`src/rtl/seg_scan_driver.sv`:
```
// rtl/seg_scan_driver.sv - time-multiplexed 4-digit seven-segment scan driver with frame-aligned commit
// Optional feature macro: LEADING_ZERO_BLANK_EN (auto-blank leading zero digits)
module seg_scan_driver #(
    parameter int DIGIT_TICKS = 100000
) (
    input  logic        clk,
    input  logic        rst,
    input  logic [15:0] value,
    input  logic        load,
    output logic        ready,
    input  logic [3:0]  blank,
    input  logic [3:0]  dp_mask,
    output logic [6:0]  seg,
    output logic        dp,
    output logic [3:0]  an,
    output logic        frame_done
);
    localparam int CW = $clog2(DIGIT_TICKS);
    localparam logic [CW-1:0] TC_VAL = CW'(DIGIT_TICKS - 1);

    logic [CW-1:0] tick_q, tick_d;
    logic [1:0]    idx_q, idx_d;
    logic [15:0]   disp_q, disp_d;
    logic [15:0]   pend_val_q, pend_val_d;
    logic          pend_q, pend_d;
    logic [6:0]    seg_q, seg_d;
    logic          dp_q, dp_d;
    logic [3:0]    an_q, an_d;

    logic          tc;
    logic          boundary;
    logic [3:0]    nib;
    logic          auto_blank;
    logic          digit_off;

    function automatic logic [6:0] decode(input logic [3:0] n);
        case (n)
            4'h0: decode = 7'b1000000;
            4'h1: decode = 7'b1111001;
            4'h2: decode = 7'b0100100;
            4'h3: decode = 7'b0110000;
            4'h4: decode = 7'b0011001;
            4'h5: decode = 7'b0010010;
            4'h6: decode = 7'b0000010;
            4'h7: decode = 7'b1111000;
            4'h8: decode = 7'b0000000;
            4'h9: decode = 7'b0010000;
            4'hA: decode = 7'b0001000;
            4'hB: decode = 7'b0000011;
            4'hC: decode = 7'b1000110;
            4'hD: decode = 7'b0100001;
            4'hE: decode = 7'b0000110;
            default: decode = 7'b0001110;
        endcase
    endfunction

    // Commit precedes capture so a load on a boundary with a word still pending is dropped.
    always_comb begin
        tc         = (tick_q == TC_VAL);
        boundary   = tc && (idx_q == 2'd3);
        tick_d     = tc ? '0 : tick_q + 1'b1;
        idx_d      = tc ? idx_q + 2'd1 : idx_q;
        disp_d     = disp_q;
        pend_val_d = pend_val_q;
        pend_d     = pend_q;
        if (boundary && pend_q) begin
            disp_d = pend_val_q;
            pend_d = 1'b0;
        end
        if (load && !pend_q) begin
            pend_val_d = value;
            pend_d     = 1'b1;
        end
    end

    always_comb begin
        nib = disp_q[{idx_q, 2'b00} +: 4];
`ifdef LEADING_ZERO_BLANK_EN
        case (idx_q)
            2'd1:    auto_blank = (disp_q[15:4] == 12'h000);
            2'd2:    auto_blank = (disp_q[15:8] == 8'h00);
            2'd3:    auto_blank = (disp_q[15:12] == 4'h0);
            default: auto_blank = 1'b0;
        endcase
`else
        auto_blank = 1'b0;
`endif
        digit_off = blank[idx_q] | auto_blank;
        an_d      = digit_off ? 4'hF : ~(4'b0001 << idx_q);
        seg_d     = digit_off ? 7'h7F : decode(nib);
        dp_d      = digit_off | ~dp_mask[idx_q];
    end

    always_ff @(posedge clk) begin
        if (rst) begin
            tick_q     <= '0;
            idx_q      <= 2'd0;
            disp_q     <= 16'h0000;
            pend_val_q <= 16'h0000;
            pend_q     <= 1'b0;
            seg_q      <= 7'h7F;
            dp_q       <= 1'b1;
            an_q       <= 4'hF;
        end else begin
            tick_q     <= tick_d;
            idx_q      <= idx_d;
            disp_q     <= disp_d;
            pend_val_q <= pend_val_d;
            pend_q     <= pend_d;
            seg_q      <= seg_d;
            dp_q       <= dp_d;
            an_q       <= an_d;
        end
    end

    assign ready      = ~pend_q;
    assign frame_done = boundary;
    assign seg        = seg_q;
    assign dp         = dp_q;
    assign an         = an_q;
endmodule
```
`config.mk`:
```
export PLATFORM = sky130hd
export DESIGN_NAME = seg_scan_driver
export DESIGN_NICKNAME = d
export VERILOG_FILES = /design/src/rtl/seg_scan_driver.sv
export SDC_FILE = /design/constraint.sdc
export NUM_CORES = 1
export LEC_CHECK = 0
export CELL_PAD_IN_SITES_DETAIL_PLACEMENT = 1
export CELL_PAD_IN_SITES_GLOBAL_PLACEMENT = 1
export CORE_MARGIN = 10
export CORE_UTILIZATION = 45
export DETAILED_ROUTE_END_ITERATION = 10
export PLACE_DENSITY_LB_ADDON = 0.08
export SLEW_MARGIN = 20
export SYNTH_ARGS = -nofsm -noshare
export SYNTH_HDL_FRONTEND = slang
export SYNTH_SLANG_ARGS = --single-unit
export TNS_END_PERCENT = 30
```
`constraint.sdc`:
```
create_clock -name clk -period 5.8 [get_ports clk]
set_clock_uncertainty 0.1 [all_clocks]
set_input_delay 1.16 -clock clk [delete_from_list [all_inputs] [get_ports clk]]
set_output_delay 1.16 -clock clk [all_outputs]
set_load 0.01 [all_outputs]
```
* After elaboration in Yosys (flattened, before gate mapping)
Memory sizes are Yosys's and may differ from the RTL's. A register that Yosys moved wholly into a read port is not among the register bits.
Index checks and enable logic that the tools add are counted.
** Word-level totals
- Flip-flop bits (word level) :: 57
- Memory bits (read-only) :: 112
- Input port bits :: 27
- Output and inout bits :: 14
- Word-level logic and storage cells :: 32
- Memories kept :: 1
** Operators by class
- $add $sub $neg :: 2
- Magnitude comparators :: 1
- Equal/unequal tests :: 2
- Shift-type cells :: 2
- Multiplexer cells :: 6
- Bitwise operators :: 4
- Reduce and logical (&&, ||, !) cells :: 7
** Memory list
- (no name shown) :: words 16, width 7, rd ports 1, clocked after Yosys merged registers in 1, write ports 0, RTL line 37 : case (n)
** Operators by type and width (number)
- 17-bit by 1-bit adder with 17-bit output (second input constant) :: 1
- 17-bit equality test (second input constant) :: 1
- 16-bit by 5-bit variable part select with 4-bit output :: 1
- 1-bit binary-select mux with 2-bit select :: 2
- 1-bit 2-to-1 mux :: 4
- 4-bit NOT :: 1
- 2-bit OR reduction :: 2
- 1-bit by 2-bit << shifter with 4-bit output (first input constant) :: 1
- 1-bit logical AND :: 3
- 2-bit by 3-bit less-than comparator with 1-bit output (second input constant) :: 1
- 2-bit by 1-bit adder with 2-bit output (second input constant) :: 1
- 2-bit equality test (second input constant) :: 1
- 1-bit NOT :: 2
- 2-bit nonzero test :: 1
- 1-bit zero test :: 1
- 1-bit OR :: 1

* Depth between registers and ports, before layout
- Depth in word-level cells :: 5
- Mapped depth :: 8
- Mapped depth without buffers :: 7

* Worst setup path before layout
Ideal clock, no wire load.
- Path type :: flip-flop to output port
- From :: register tick_q[13]
- To :: output port frame_done
- Arrival :: 1271 ps
- Required time :: 4540 ps
- Setup slack :: 3269 ps
- Cell stages (with the launch flop) :: 4
- Path buffers :: 0
- Cells stage by stage :: dfxtp_1 -> or4_4 -> nor4_1 -> and2_1
** On the way
- Word-level cells in the longest chain between the ends :: 2
** RTL lines
- from (decl) :: RTL line 21 : logic [CW-1:0] tick_q, tick_d;
- from (signal assigned) :: RTL line 105 : tick_q <= tick_d;
- 17-bit equality test :: RTL line 59 : tc = (tick_q == TC_VAL);
- 1-bit logical AND :: RTL line 60 : boundary = tc && (idx_q == 2'd3);
- to (decl) :: RTL line 16 : output logic frame_done
No other way between the ends.

* Final worst setup path
Ends and elaborated chain as after synthesis.

==> results.md <==
- CP endpoint: frame_done
- RSZ-0062 raised after global routing: no
- Post-CTS sizing: 0
- Total track usage: 0.127
- Wire length per cell: 15.0 microns
- Crit path launch: tick_q[13]
- Total number of vias: 2199
- Final setup vio count: 0
- Crit start category: flip-flop
- Ant diodes: 0
- Register area share after synthesis: 0.440
- Antenna-violating nets left: 0
- Status: complete, no violations
- Post-synth EDFFs: 0
- Final setup TNS: 0 ns
- R2R Setup Slk: 3.15 ns
- IO Pins: 41
- Drt pass-1 iters: 4
- Slew Limit Fails: 0
- Reg2reg end: disp_q[4]
- Worst-Margin Slew: 0.980 ns
- Number of fill cells: 724
- Worst slack, placed: 2.63 ns
- Die width: 100 microns
- Post-CTS Hold Fix Bufs: 0
- Critical Path Stages: 4
- Yosys warns: 0
- Final worst slack: 2.35 ns
- Area of the multi-input gates: 1490 sq um
- Gate Count Post-Synth: 310
- Pin count of the biggest net entering global routing: 57
- Register area: 1280 sq um
- Peak VDD IR: 0.000167 V
- Mapped Nets: 348
- CTS Buffer Depth: 2
- Worst Path Buf+Inv: 1
- Clock transition at the registers of the reported paths: 0.07 ns
- WHS Path Cells: 1
- Critical path class: flip-flop to primary output
- Clk_lat worst skew: 0.34 ns
- Port bufs: 40
- Core footprint: 6310 sq um
- Cell area after synthesis: 2910 sq um
- Critical-path maximum fanout: 4
- Vias per cell: 5.17
- DRT iter0 DRCs: 34
- Clock sink count: 64
- Row cnt: 29
- Min Tclk post-route: 3.45 ns
- Die area: 10100 sq um
- Final GP Congestion: 0.756
- Number of antenna violations at the first check in global routing: 0
- Leak: 0.00120 uW
- Post-Layout Cell Count: 425
- Post-synth top area share: 0.440
- Top FF cell, synth: dfxtp_1
- Final wirelength: 6.36 mm
- Post-CTS repair timing setup buffer count: 0
- CP endpoint kind: primary output
- Mean Syn Cell Area: 9.39 sq um
- Final hold vios: 0
- Crit path max-delay family: simple AND/OR/NAND/NOR gates
- Synth unique cells: 38
- First-pass GRT wire length: 10.4 mm
- Synthesis-stage register bit count: 64
- Root Driver: clkbuf_8
- Starting Density: 0.461
- Ys async rst share: 0
- CTS tree: built
- CP max-delay cell: or4_4
- Share of layout cells above drive strength 1: 0.0805
- Cells after DPL: 409
- # DRC: 0
- Fmax: 0.290 GHz
- Top area cells in the synthesized netlist: dfxtp_1 44%, nand2b_1 7.1%, mux2i_1 6.9%
- Overflow after GRT: 0
- Layout Utilization: 0.557
- # H-tree levels: 3
- Vias in the first global route: 2239
- Crit-path cells: or4_4 -> nor4_1 -> and2_1 -> clkdlybuf4s50_1
- CP max stage delay: 0.56 ns
- Synth area leader: dfxtp_1
- RR Startpoint: tick_q[13]
- Reg2Reg Depth: 4
- Rel. slew slack: 0.347
- TritonCTS Buffers: 9
- Crit path required time: 4.54 ns
- Final net count: 381
- Max-cap violation count: 0
- Crit path DAT: 2.19 ns
- Area delta synth->final: 20.7%
- Part of the cycle the worst path needs: 0.594
- DPL Wire Length: 4.50 mm
- Die height: 100 microns
- Hold crit path type: flip-flop to flip-flop
- PD cells: 258 nW/um^2
-- placed cells by master, fill, tap and decap left out, types with 4 or more instances in the layout --
master	n
dfxtp_1	64
xnor2_1	4
a21oi_1	22
and3_1	4
o21ai_0	4
ha_1	11
mux2i_1	20
clkbuf_8	11
mux4_2	6
nand4_1	8
nor2_1	18
inv_1	11
xor2_1	8
nand3_1	5
nand2_1	43
nand2b_1	33
clkdlybuf4s50_1	40
o221ai_1	4
-- worst min-delay path by stage --
stage	from	to	slack [ns]
5_1_grt	tick_q[0]	tick_q[0]	0.37
3_5_place_dp	tick_q[0]	tick_q[0]	0.33
3_3_place_gp	tick_q[0]	tick_q[0]	0.32
6_report	tick_q[0]	tick_q[0]	0.34
2_1_floorplan	tick_q[0]	tick_q[0]	0.31
4_1_cts	tick_q[0]	tick_q[0]	0.35
-- logic make-up after synthesis --
group / synth area share
muxes: 0.115
buffers and inverters: 0.0498
xor gates and xnor gates: 0.0361
and+or+nand+nor: 0.239
DFF: 0.440
adders and majority gates: 0.0473
AOI/OAI and AO/OA: 0.0731
-- flip-flops by register name, indices dropped and copies added, names as in the netlist --
name	count
an	4
disp_q	16
dp	1
idx_q	2
pend_q	1
pend_val_q	16
seg	7
tick_q	17
-- per-layer routing --
| metal | part of all wire | wire length (microns) | GRT usage |
|---|---|---|---|
| met2 | 0.44 | 2800 | 0.195 |
| met3 | 0.047 | 300 | 0.0391 |
| met5 | 0 | 0 | 0 |
| met4 | 0.020 | 130 | 0.0717 |
| met1 | 0.49 | 3130 | 0.153 |
-- final cells by class --
cell class | count | share of cell area
Tap cell | 77 | 0.0274
Clock buffer | 14 | 0.0463
Timing Repair Buffer | 41 | 0.116
Sequential cell | 64 | 0.365
Clock inverter | 2 | 0.0107
Multi-Input combinational cell | 216 | 0.423
Inverter | 11 | 0.0117
-- power by group --
group / internal [uW] / total (uW) / leakage [uW] / switching [uW]
clock: 223 / 389 / 0.0000969 / 166
sequential: 451 / 457 / 0.000521 / 6.16
combinational: 33.9 / 59.6 / 0.000585 / 25.7
total: 708 / 905 / 0.00120 / 198
-- through the flow --
step                      instance area (sq um)  hold slack (ns)  power (uW)
after global placement                     3310            0.323         526
final                                      3510            0.345         905
after floorplan                            2910            0.313         496
after detailed placement                   3310            0.334         527
after global routing                       3510            0.366         941
after CTS                                  3510            0.350         919
-- cell usage after synthesis (all sizes together), types with 2 or more instances --
cell type and n:
a21oi 22, and2 2, and3 4, buf 5, clkbuf 14, dfxtp 64
ha 11, inv 11, mux2i 20, mux4 6, nand2 43, nand2b 33
nand3 5, nand4 8, nor2 18, nor2b 2, nor3 2, nor4 4
o211ai 2, o21ai 4, o221ai 4, or2 2, or3 4, xnor2 4
xor2 8
Power figures use the tool's default switching activity.
